[config.mk]
export PLATFORM = sky130hd
export DESIGN_NAME = saturn_phase_ctrl
export DESIGN_NICKNAME = d
export VERILOG_FILES = /design/src/rtl/saturn_phase_ctrl.sv
export SDC_FILE = /design/constraint.sdc
export NUM_CORES = 1
export LEC_CHECK = 0
export BUFFER_PORTS_ARGS = -buffer_cell sky130_fd_sc_hd__buf_2
export CORE_MARGIN = 4
export CORE_UTILIZATION = 42
export DETAILED_ROUTE_END_ITERATION = 6
export MAX_ROUTING_LAYER = met4
export PLACE_DENSITY = 0.8
export SETUP_SLACK_MARGIN = 0.3
export SYNTH_ARGS = -nofsm -noshare
export SYNTH_HDL_FRONTEND = slang
export SYNTH_SLANG_ARGS = --single-unit
[constraint.sdc]
create_clock -name i_clk -period 3.5 [get_ports i_clk]
set_input_delay 0.35 -clock i_clk [delete_from_list [all_inputs] [get_ports i_clk]]
set_output_delay 0.35 -clock i_clk [all_outputs]
set_load 0.02 [all_outputs]
[src/rtl/saturn_phase_ctrl.sv]
// saturn_phase_ctrl: four-phase sequencer for the Saturn core.
// Generates per-phase enables for the ALU, fetch unit and decoder. It also
// handles the post-reset start-up delay, halt/single-step debug control and
// cycle/stall accounting.
// Optional feature macro: SATURN_PHASE_CTR_EN (cycle and stall counters).
//
// state | meaning
// WAIT  | start-up delay after reset, dly_cnt counting down
// RUN   | free-running phase sequence, halt checked at each cycle boundary
// HALT  | debug halt, phase parked at 0, all enables low
// STEP  | one full instruction cycle while halted, then back to HALT
module saturn_phase_ctrl #(
  parameter int unsigned RESET_DLY = 4,
  parameter int unsigned CTR_W     = 32
) (
  input  logic             i_clk,
  input  logic             i_reset,
  input  logic             i_halt_req,
  input  logic             i_step,
  input  logic             i_alu_stall_dec,
  input  logic             i_ctr_clr,
  output logic [1:0]       o_phase,
  output logic             o_en_alu_dump,
  output logic             o_en_fetch,
  output logic             o_en_alu_prep,
  output logic             o_en_alu_calc,
  output logic             o_en_dec,
  output logic             o_en_alu_init,
  output logic             o_en_alu_save,
  output logic             o_halted,
  output logic [CTR_W-1:0] o_cycle_ctr,
  output logic [CTR_W-1:0] o_stall_ctr
);

  typedef enum logic [1:0] {
    ST_WAIT = 2'd0,
    ST_RUN  = 2'd1,
    ST_HALT = 2'd2,
    ST_STEP = 2'd3
  } state_t;

  state_t     st;
  logic [1:0] phase;
  logic [7:0] dly_cnt;
  logic       active;
  logic       last_phase;

  assign active     = (st == ST_RUN) || (st == ST_STEP);
  assign last_phase = (phase == 2'd3);

  // Sequencer: start-up delay, phase rotation and halt/step control.
  // A cycle, once started, always runs to its phase-3 edge.
  always_ff @(posedge i_clk or posedge i_reset) begin
    if (i_reset) begin
      st      <= ST_WAIT;
      phase   <= 2'd0;
      dly_cnt <= 8'(RESET_DLY);
    end else begin
      case (st)
        ST_WAIT: begin
          if (dly_cnt == 8'd0) st <= ST_RUN;
          else                 dly_cnt <= dly_cnt - 8'd1;
        end
        ST_RUN: begin
          phase <= phase + 2'd1;
          if (last_phase && i_halt_req) st <= ST_HALT;
        end
        ST_STEP: begin
          phase <= phase + 2'd1;
          if (last_phase) st <= ST_HALT;
        end
        ST_HALT: begin
          phase <= 2'd0;
          if (!i_halt_req) st <= ST_RUN;
          else if (i_step) st <= ST_STEP;
        end
        default: st <= ST_WAIT;
      endcase
    end
  end

  // Enables decode straight from the registered state so reset drops them at once.
  // Fetch and decode additionally respect the ALU stall.
  assign o_phase       = phase;
  assign o_en_alu_dump = active && (phase == 2'd0);
  assign o_en_alu_prep = active && (phase == 2'd1);
  assign o_en_fetch    = active && (phase == 2'd1) && !i_alu_stall_dec;
  assign o_en_alu_calc = active && (phase == 2'd2);
  assign o_en_dec      = active && (phase == 2'd2) && !i_alu_stall_dec;
  assign o_en_alu_init = active && last_phase;
  assign o_en_alu_save = active && last_phase;
  assign o_halted      = (st == ST_HALT);

`ifdef SATURN_PHASE_CTR_EN
  logic [CTR_W-1:0] cycle_ctr;
  logic [CTR_W-1:0] stall_ctr;

  // Accounting at each completed active cycle; clear wins over increment.
  always_ff @(posedge i_clk or posedge i_reset) begin
    if (i_reset) begin
      cycle_ctr <= '0;
      stall_ctr <= '0;
    end else if (i_ctr_clr) begin
      cycle_ctr <= '0;
      stall_ctr <= '0;
    end else if (active && last_phase) begin
      cycle_ctr <= cycle_ctr + CTR_W'(1);
      if (i_alu_stall_dec) stall_ctr <= stall_ctr + CTR_W'(1);
    end
  end

  assign o_cycle_ctr = cycle_ctr;
  assign o_stall_ctr = stall_ctr;
`else
  logic unused_ctr_clr;

  assign unused_ctr_clr = i_ctr_clr;
  assign o_cycle_ctr    = '0;
  assign o_stall_ctr    = '0;
`endif

endmodule

Yosys cells after proc, flatten, opt, wreduce, memory -nomap -nowiden

Cells that the tools add are included.

Shifts and indexed selects: 0
Bitwise operators: 1
Add/subtract/negate cells: 2
Muxes and demuxes: 7
$lt $le $gt $ge: 0
Div/mod/pow operators: 0
Reductions and logical operators: 16
$mul: 0
Eq/ne operators: 10

Operator list:

| cell                                                   | number |
|---|---|
| two-way mux 2 bit                                      | 5 |
| == test 2 bit (second input constant)                  | 4 |
| zero test 8 bit                                        | 1 |
| case mux 2 bit (4 select lines)                        | 1 |
| subtractor 8 x 1 -> 8 bit (second input constant)      | 1 |
| logical AND 1 bit                                      | 7 |
| == test 2 x 1 -> 1 bit (second input constant)         | 2 |
| zero test 2 bit                                        | 2 |
| inequality test 2 bit (second input constant)          | 2 |
| case mux 2 bit (2 select lines)                        | 1 |
| AND reduction 4 bit                                    | 1 |
| inequality test 3 bit (second input constant)          | 1 |
| adder 2 x 1 -> 2 bit (second input constant)           | 1 |
| inequality test 2 x 1 -> 1 bit (second input constant) | 1 |
| AND reduction 2 bit                                    | 1 |
| nonzero test 2 bit                                     | 1 |
| OR reduction 2 bit                                     | 1 |
| zero test 1 bit                                        | 1 |
| logical OR 1 bit                                       | 1 |
| inverter 1 bit                                         | 1 |

Memories: 0
Memory bits (read-only): 0
Register bits: 12
RAM bits: 0
Bits in latches: 0
Input port bits: 6

Depth between registers and ports, before layout

Gate-level depths: netlist of the first run.

Depth in word-level cells: 4
Depth in mapped cells: 5

Least setup slack after synthesis of the first run

Ideal clock, no wire load.

Path kind: register to output
Start: reg phase[0], in the netlist o_phase[0]
End: out o_en_dec
Arrival: 1.327 ns
Stages on the path, launching flop included: 5
Slack: 1.823 ns
Required time: 3.150 ns
Cell sequence: dfrtp_1 -> inv_1 -> ha_1 -> and2_1 -> nor2b_1

Word-level cells in the longest chain between the ends: 3

Ends and longest elaborated chain:

| item                   | line | source |
|---|---|---|
| start, declared        | 43   | `logic [1:0] phase;` |
| start signal, assigned | 65   | `phase <= phase + 2'd1;` |
| start signal, assigned | 69   | `phase <= phase + 2'd1;` |
| == test 2 bit          | -    |  |
| logical AND 1 bit      | -    |  |
| via o_en_alu_calc      | 26   | `output logic o_en_alu_calc,` |
| logical AND 1 bit      | 89   | `assign o_en_dec = active && (phase == 2'd2) && !i_alu_stall_dec;` |
| end, declared          | 27   | `output logic o_en_dec,` |

The timed path passes the listed nets, and every way through them passes these cells.

Final worst setup path of the first run

Start: reg phase[0], in the netlist o_phase[0]
End: out o_en_dec

Word-level cells in the longest chain between the ends: 3

Ends and longest elaborated chain:

| item                            | line |
|---|---|
| == test 2 bit                   | 89 |
| logical AND 1 bit (2 in series) | 89 |

Every way passes these cells.

==> results by group, run 1 <==
Outcome
  • Result of the run: complete, no violations

Drt
  • Via count of the routed design: a little under 700
  • Routed vias/inst: 3.876
  • Post-detailed-routing wire length: 1654 um
  • Router iterations before antenna repair: 3
  • Residual DRC: 0
  • Remaining antenna violation count: 0
  • Average wire length per cell after detail routing: 9.292 um
  • DRC marker count from the first detailed-route iteration: 30

Yosys
  • Synthesis warning total: 0
  • Part of the Yosys area used for sequential elements: 25.10%
  • Post-synthesis instance area: 1201 um^2
  • Leading post-synthesis cells by cell area: sky130_fd_sc_hd__buf_4, sky130_fd_sc_hd__dfrtp_1, sky130_fd_sc_hd__ha_1, sky130_fd_sc_hd__dfstp_2, sky130_fd_sc_hd__and2_1
  • Yosys top cell by area: sky130_fd_sc_hd__buf_4
  • Seq cells post-synth: 12
  • Cell count after synthesis: 132
  • Library cells used by synthesis: 31
  • Average cell area after synthesis: 9.100 um^2
  • Share of the synthesized area in the top cell type: between 40% and 50%

Placement
  • Port bufs: 14
  • Total placed instance area: 1055 um^2
  • Hpwl dp: 1370 um
  • Final weighted congestion of routability-driven global placement: 0.8200
  • Number of cells after detailed placement: approximately 170

Clocking
  • Maximum count of clock buffers along a single path: 2
  • CTS buffer count: 3
  • Cts repair resizes: 0
  • Clock transition at path regs: 0.08 ns
  • Root Driver: sky130_fd_sc_hd__clkbuf_4
  • Later-pin clock latency in the skew report: 0.28 ns
  • TritonCTS sink count: 12
  • Cts-stage hold buffer count: 0
  • Number of H-tree levels: 1
  • Number of buffers added for setup after CTS: 0
  • Clock tree from TritonCTS: done

Worst setup path
  • Slowest stage cell on the critical path: sky130_fd_sc_hd__dfrtp_1
  • Flop2flop setup slack: 1.82 ns
  • Type of element capturing the critical path: primary output
  • Worst path max stage delay: 0.43 ns
  • Startpoint-to-endpoint class of the critical path: reg2out
  • Terminus of the critical flop-to-flop path: dly_cnt[1]
  • Worst flop-to-flop path startpoint: dly_cnt[1]
  • Critical Path, Cell by Cell: inv_1 > ha_1 > and2_1 > nor2b_1 > buf_2
  • Kind of launch point of the worst setup path: flop
  • Count of cells along the worst register-to-register path: 5
  • Arrival time reported for the critical path endpoint: 1.41 ns
  • Highest net fanout along the worst path: 5
  • Data required time of the critical path: 3.15 ns

Power
  • Worst ir drop on vdd: approximately 0.0004 V
  • Total power per unit cell area: 544.0 nW/um^2
  • Combinational fraction of design power: 48.3%
  • Design internal power: 0.0003158 W
  • Sw power: 0.0002778 W
  • Portion of total power attributed to sequential cells: 32.9%
  • Switching fraction of total power: 46.80%
  • Clock group share of total power: 18.8%
  • Cell leakage power: about 0.63 nW

Timing
  • Fmax: around 570 MHz
  • Setup TNS Final: 0 ns
  • Measured slew at the worst slew-check pin: 0.5371 ns
  • Final count of pins violating max slew: 0
  • Time the worst path needs with I/O delays and setup: 1.764 ns
  • Final Hold Violating Endpoints: 0
  • Fraction of the cycle the final worst path needs: 50.40%
  • Final count of negative-setup-slack endpoints: 0
  • Clock skew after layout: 0.007870 ns
  • Worst-case headroom to the max-slew limit: 64.11%
  • Unrepaired setup endpoints after global routing: no

Cells and area
  • Layout overhead on the synthesized area: -9.166%
  • Number of antenna repair diodes: 0
  • Net count, final: 160
  • Fill count: 282
  • Final non-filler cell total: between 150 and 200
  • Final design area excluding fillers: 1091 um^2
  • Ratio of cells with drive above 1 in the final layout: 19.05%

Worst hold path
  • Hold Path Class: in2async

Floorplanning
  • I/O pins: 80
  • Area of the placeable core: 2734 um^2
  • Die footprint: ~3800 um^2
  • Height of the die: slightly above 60 um
  • Initial standard-cell utilization of the core: a little over two fifths
  • Floorplan die width: 61.48 um
  • FP Rows: 19

Global route
  • Antenna violations before repair: 0
  • Via count of the first global-routing pass: about 530
  • Global-route usage over all layers: 8.507%
  • Wire length of the first global-routing pass: 2221 um
  • Pin count of the biggest net entering global routing: 14
  • Grt ovf: 0

Job
  • Max-Cap Viols: 0
routing by layer:
metal  vias up  global-route usage, %  wire length [um]
li1        328                      -                 -
met1       316                  7.995               547
met2        42                  14.05               823
met3         4                  5.031               261
met4         0                  3.636                22
met5         -                      -                 0
synthesized netlist by cell type (all sizes together):
library cell	count
a211oi	1
a21boi	1
and2	4
and3	1
buf	65
clkbuf	1
conb	1
dfrtp	11
dfstp	1
ha	6
inv	5
mux2	3
mux2i	2
nand2	3
nand3	1
nor2	4
nor2b	3
nor3	1
nor3b	3
nor4	2
o211ai	1
o21ai	4
o21bai	1
o31ai	1
or3b	1
or4	2
xnor2	2
xor2	1
worst max-delay path: cells and delay by family, from the launching register on:
| family | cells | cell delay [ns] |
|---|---|---|
| buf+inv | 2 | 0.24 |
| flops | 1 | 0.43 |
| simple gates | 2 | 0.27 |
| fa+ha+maj | 1 | 0.19 |
final cells by class:
class / instances / area [um^2] / share of cell area (%)
inverter: 5 / 18.77 / 1.720
sequential: 12 / 301.5 / 27.64
multi-input combinational: 112 / 625.6 / 57.34
timing repair buffer: 14 / 70.07 / 6.422
tap: 31 / 38.79 / 3.555
clock buffer: 4 / 36.28 / 3.326
power by group through the flow:
stage	Combinational [W]	Sequential (W)	Clock (W)
2_1_floorplan	0.000276	0.000201	0
3_3_place_gp	0.000280	0.000198	0
3_5_place_dp	0.000287	0.000199	0
4_1_cts	0.000287	0.000196	0.000115
5_1_grt	0.000318	0.000202	0.000122
6_report	0.000287	0.000195	0.000111
layout by cell type, fill, tap and decap left out, types with 2 or more instances in the layout:
cell type	count
sky130_fd_sc_hd__mux2_2	2
sky130_fd_sc_hd__ha_1	6
sky130_fd_sc_hd__buf_2	14
sky130_fd_sc_hd__nor3b_1	3
sky130_fd_sc_hd__conb_1	64
sky130_fd_sc_hd__inv_1	5
sky130_fd_sc_hd__xnor2_1	2
sky130_fd_sc_hd__and2_1	4
sky130_fd_sc_hd__or4_4	2
sky130_fd_sc_hd__nor2_1	4
sky130_fd_sc_hd__mux2i_1	2
sky130_fd_sc_hd__dfrtp_1	11
sky130_fd_sc_hd__nand2_1	3
sky130_fd_sc_hd__clkbuf_4	3
sky130_fd_sc_hd__o21ai_0	3
sky130_fd_sc_hd__nor2b_1	3
registers in the layout, summed over array words and instances, names as in the netlist:
name and count:
st 2, dly_cnt 8, o_phase 2
through the flow:
stage / power [W] / utilization (%) / setup slack (ns) / hold slack, ns
finish: 0.0005935 / 39.91 / 1.736 / 0.07182
global route: 0.0006409 / 39.91 / 1.640 / 0.1026
CTS: 0.0005982 / 39.91 / 1.724 / 0.08051
detailed placement: 0.0004855 / 38.58 / 1.818 / 0.3869
global placement: 0.0004785 / 38.58 / 1.863 / 0.3786
floorplan: 0.0004767 / - / 1.823 / 0.2140
worst max path at each step:
stage,start,endpoint,slack [ns],depth (start not counted)
4_1_cts,o_phase[0],o_en_dec,1.72,5
6_report,o_phase[0],o_en_dec,1.74,5
2_1_floorplan,o_phase[0],o_en_dec,1.82,4
3_5_place_dp,dly_cnt[0],dly_cnt[1],1.82,5
5_1_grt,o_phase[0],o_en_dec,1.64,5
3_3_place_gp,dly_cnt[0],dly_cnt[1],1.86,5
logic make-up (layout without fill, tap and decap cells):
| group | after synthesis | after routing | share of synthesized area, % |
|---|---|---|---|
| buf+inv | 71 | 23 | 42.50 |
| mux | 5 | 5 | 4.479 |
| simple gates | 25 | 25 | 13.65 |
| flops | 12 | 12 | 25.10 |
| xor+xnor | 3 | 3 | 2.188 |
| other cells | 1 | 64 | 0.3122 |
| fa+ha+maj | 6 | 6 | 6.250 |
| compound gates | 9 | 9 | 5.521 |
Power figures use the tool's default switching activity.
==> run 2, diff against run 1 <==
- clock period: 3.5 -> 1.67 ns (I/O delays scaled with it)
==> run 2 against run 1 <==
Against the previous run:
- global-route usage rose by 2.1 points
- hold slack improved by 0.049 ns
- count of clock-buffer cells in the layout did not move
- total power rose to 3.0 times the previous value
- combinational power rose to 4.0 times the previous value
- largest cell class unchanged
==> results by group, run 2 (synthesis results as in run 1) <==
Outcome
  • Result of the run: complete, no violations (unchanged)

Cells and area
  • Number of antenna repair diodes: 0 (unchanged)
  • Footprint of the multi-input gates: 754.5 um^2 (was 625.6 um^2)
  • Net count, final: 180 (was 160)
  • Register name with the most flops: dly_cnt (unchanged)
  • Ratio of cells with drive above 1 in the final layout: 39.52% (was 19.05%)
  • Fill count: 242 (was 282)
  • Most common cell after layout, fill and taps aside: sky130_fd_sc_hd__conb_1 (unchanged)
  • Flip-flop count of the largest register, all copies and words added: 8 (unchanged)
  • Footprint of the flip-flops and latches: 302.8 um^2 (was 301.5 um^2)
  • Layout overhead on the synthesized area: 19.58% (was -9.166%)
  • Most frequent cells in the layout: sky130_fd_sc_hd__conb_1, sky130_fd_sc_hd__buf_4, sky130_fd_sc_hd__buf_6 (was sky130_fd_sc_hd__conb_1, sky130_fd_sc_hd__buf_2, sky130_fd_sc_hd__dfrtp_1)
  • Final non-filler cell total: 198 (was 178)

Placement
  • Hpwl dp: 1437 um (was 1370 um)
  • Final weighted congestion of routability-driven global placement: 0.7630 (was 0.8200)
  • Port bufs: 14 (unchanged)
  • Number of cells after detailed placement: 181 (was 174)

Worst setup path
  • Worst path max stage delay: 0.58 ns (was 0.43 ns)
  • Highest net fanout along the worst path: 3 (was 5)
  • Arrival time reported for the critical path endpoint: 1.74 ns (was 1.41 ns)
  • Critical path endpoint: dly_cnt[5] (was o_en_dec)
  • Data required time of the critical path: 1.83 ns (was 3.15 ns)
  • Type of element capturing the critical path: flop (was primary output)
  • Terminus of the critical flop-to-flop path: dly_cnt[5] (was dly_cnt[1])
  • Kind of launch point of the worst setup path: flop (unchanged)
  • Worst flop-to-flop path startpoint: dly_cnt[1] (unchanged)
  • Slowest stage cell on the critical path: sky130_fd_sc_hd__or4_4 (was sky130_fd_sc_hd__dfrtp_1)
  • Startpoint-to-endpoint class of the critical path: reg2reg (was reg2out)
  • Flop2flop setup slack: 0.09 ns (was 1.82 ns)
  • Critical Path, Cell by Cell: or4_4 > nor4_4 > mux2_4 (was inv_1 > ha_1 > and2_1 > nor2b_1 > buf_2)
  • Count of cells along the worst register-to-register path: 3 (was 5)
  • Launching element of the worst setup path: dly_cnt[1] (was o_phase[0])

Drt
  • DRC marker count from the first detailed-route iteration: 13 (was 30)
  • Post-detailed-routing wire length: 2204 um (was 1654 um)
  • Remaining antenna violation count: 0 (unchanged)
  • Via count of the routed design: 771 (was 690)
  • Router iterations before antenna repair: 2 (was 3)
  • Residual DRC: 0 (unchanged)
  • Average wire length per cell after detail routing: 11.13 um (was 9.292 um)
  • Routed vias/inst: 3.894 (was 3.876)

Global route
  • Pin count of the biggest net entering global routing: 13 (was 14)
  • Grt ovf: 0 (unchanged)
  • Wire length of the first global-routing pass: 2766 um (was 2221 um)
  • Global-route usage over all layers: 10.58% (was 8.507%)
  • Global Route met2 Usage: 19.64% (was 14.05%)
  • Via count of the first global-routing pass: 638 (was 534)
  • Most utilized layer in the global route result: met2 (unchanged)
  • Met3 Use GR: 4.403% (was 5.031%)
  • Met1 routing resource usage after global routing: 10.38% (was 7.995%)
  • Antenna violations before repair: 0 (unchanged)

Timing
  • Unrepaired setup endpoints after global routing: yes (was no)
  • Final count of negative-setup-slack endpoints: 0 (unchanged)
  • Time the worst path needs with I/O delays and setup: 1.576 ns
  • Final Hold Violating Endpoints: 0 (unchanged)
  • Fmax: 634.7 MHz
  • Final count of pins violating max slew: 0 (unchanged)
  • Fraction of the cycle the final worst path needs: 94.35%
  • Clock skew after layout: 0.006736 ns (was 0.007870 ns)
  • Setup TNS Final: 0 ns (unchanged)

Floorplanning
  • Initial standard-cell utilization of the core: 43.94% (unchanged)
  • Die footprint: 3779 um^2 (unchanged)
  • Height of the die: 61.48 um (unchanged)
  • Area of the placeable core: 2734 um^2 (unchanged)
  • FP Rows: 19 (unchanged)
  • Floorplan die width: 61.48 um (unchanged)
  • I/O pins: 80 (unchanged)

Power
  • Worst ir drop on vdd: 0.001140 V (was 0.0003904 V)
  • Cell leakage power: 0.7583 nW (was 0.6325 nW)
  • Total power per unit cell area: 1229 nW/um^2 (was 544.0 nW/um^2)
  • Power consumption: 0.001766 W (was 0.0005935 W)

Clocking
  • TritonCTS sink count: 12 (unchanged)
  • Clock transition at path regs: 0.08 ns (about the same)
  • Root Driver: sky130_fd_sc_hd__clkbuf_4 (unchanged)
  • Maximum count of clock buffers along a single path: 2 (unchanged)
  • CTS buffer count: 3 (unchanged)
  • Later-pin clock latency in the skew report: 0.28 ns (about the same)
  • Clock tree from TritonCTS: done (unchanged)
  • Number of H-tree levels: 1 (unchanged)

Worst hold path
  • Hold Path Class: in2reg (was in2async)

Job
  • Max-Cap Viols: 0 (unchanged)
run 2: changes by cell type in the layout (fill, tap and decap cells not counted), moves of 2 or more:
| cell | change |
|---|---|
| sky130_fd_sc_hd__ha_1 | -6 |
| sky130_fd_sc_hd__and2_4 | +4 |
| sky130_fd_sc_hd__buf_2 | -7 |
| sky130_fd_sc_hd__buf_4 | +14 |
| sky130_fd_sc_hd__inv_2 | +4 |
| sky130_fd_sc_hd__nor2b_4 | +2 |
| sky130_fd_sc_hd__nor2b_1 | -2 |
| sky130_fd_sc_hd__buf_6 | +12 |
| sky130_fd_sc_hd__and2_1 | -4 |
| sky130_fd_sc_hd__inv_1 | -4 |
| sky130_fd_sc_hd__ha_4 | +5 |
run 2: what timing repair did:
item	in CTS	in global routing
pin swaps	7	6
setup buffers	8	4
endpoints found under the setup margin	16	16
hold endpoints to repair	11	0
gates resized for setup	34	12
hold buffers	1	0
run 2: worst min-delay path by stage:
stage | from | endpoint | slack [ns] | cells after the start
after global placement | i_reset | dly_cnt[7] | 0.20 | 2
after CTS | i_halt_req | st[1] | 0.11 | 3
after detailed placement | i_reset | dly_cnt[7] | 0.21 | 2
after floorplan | i_reset | dly_cnt[0] | 0.03 | 1
after global routing | i_halt_req | st[1] | 0.12 | 3
final | i_halt_req | st[1] | 0.12 | 3
run 2: where the power goes:
group	leakage [nW]	switching, W	internal [W]
registers	0.152	0.0000527	0.000340
clock network	0.0210	0.000100	0.000133
logic	0.585	0.000597	0.000543
total	0.758	0.000750	0.00102
run 2: area by class of cell:
class	instances	share of cell area, %
inverter	5	1.307
multi-input combinational	112	52.53
timing repair buffer	34	19.86
clock buffer	4	2.526
tap	31	2.700
sequential	12	21.08
run 2: metrics by stage:
| step | area, um^2 | util, % | hold slack (ns) | setup WS [ns] |
|---|---|---|---|---|
| after detailed placement | 1132 | 41.42 | 0.2111 | 0.07096 |
| after global placement | 1132 | 41.42 | 0.2025 | 0.09527 |
| after global routing | 1436 | 52.54 | 0.1157 | 0.04290 |
| final | 1436 | 52.54 | 0.1208 | 0.09443 |
| after CTS | 1358 | 49.66 | 0.1101 | 0.1015 |
| after floorplan | 1463 | - | 0.03098 | 0.1060 |
run 2: worst max-delay path: cells and delay by family, from the launching register on:
| family | cells | cell delay (ns) |
|---|---|---|
| mux | 1 | 0.32 |
| simple gates | 2 | 0.75 |
| flops | 1 | 0.39 |
run 2: routing by layer:
metal	up-vias	routed length, um
met4	0	0
met5	-	0
li1	369	-
met1	361	700
met3	0	215
met2	41	1288
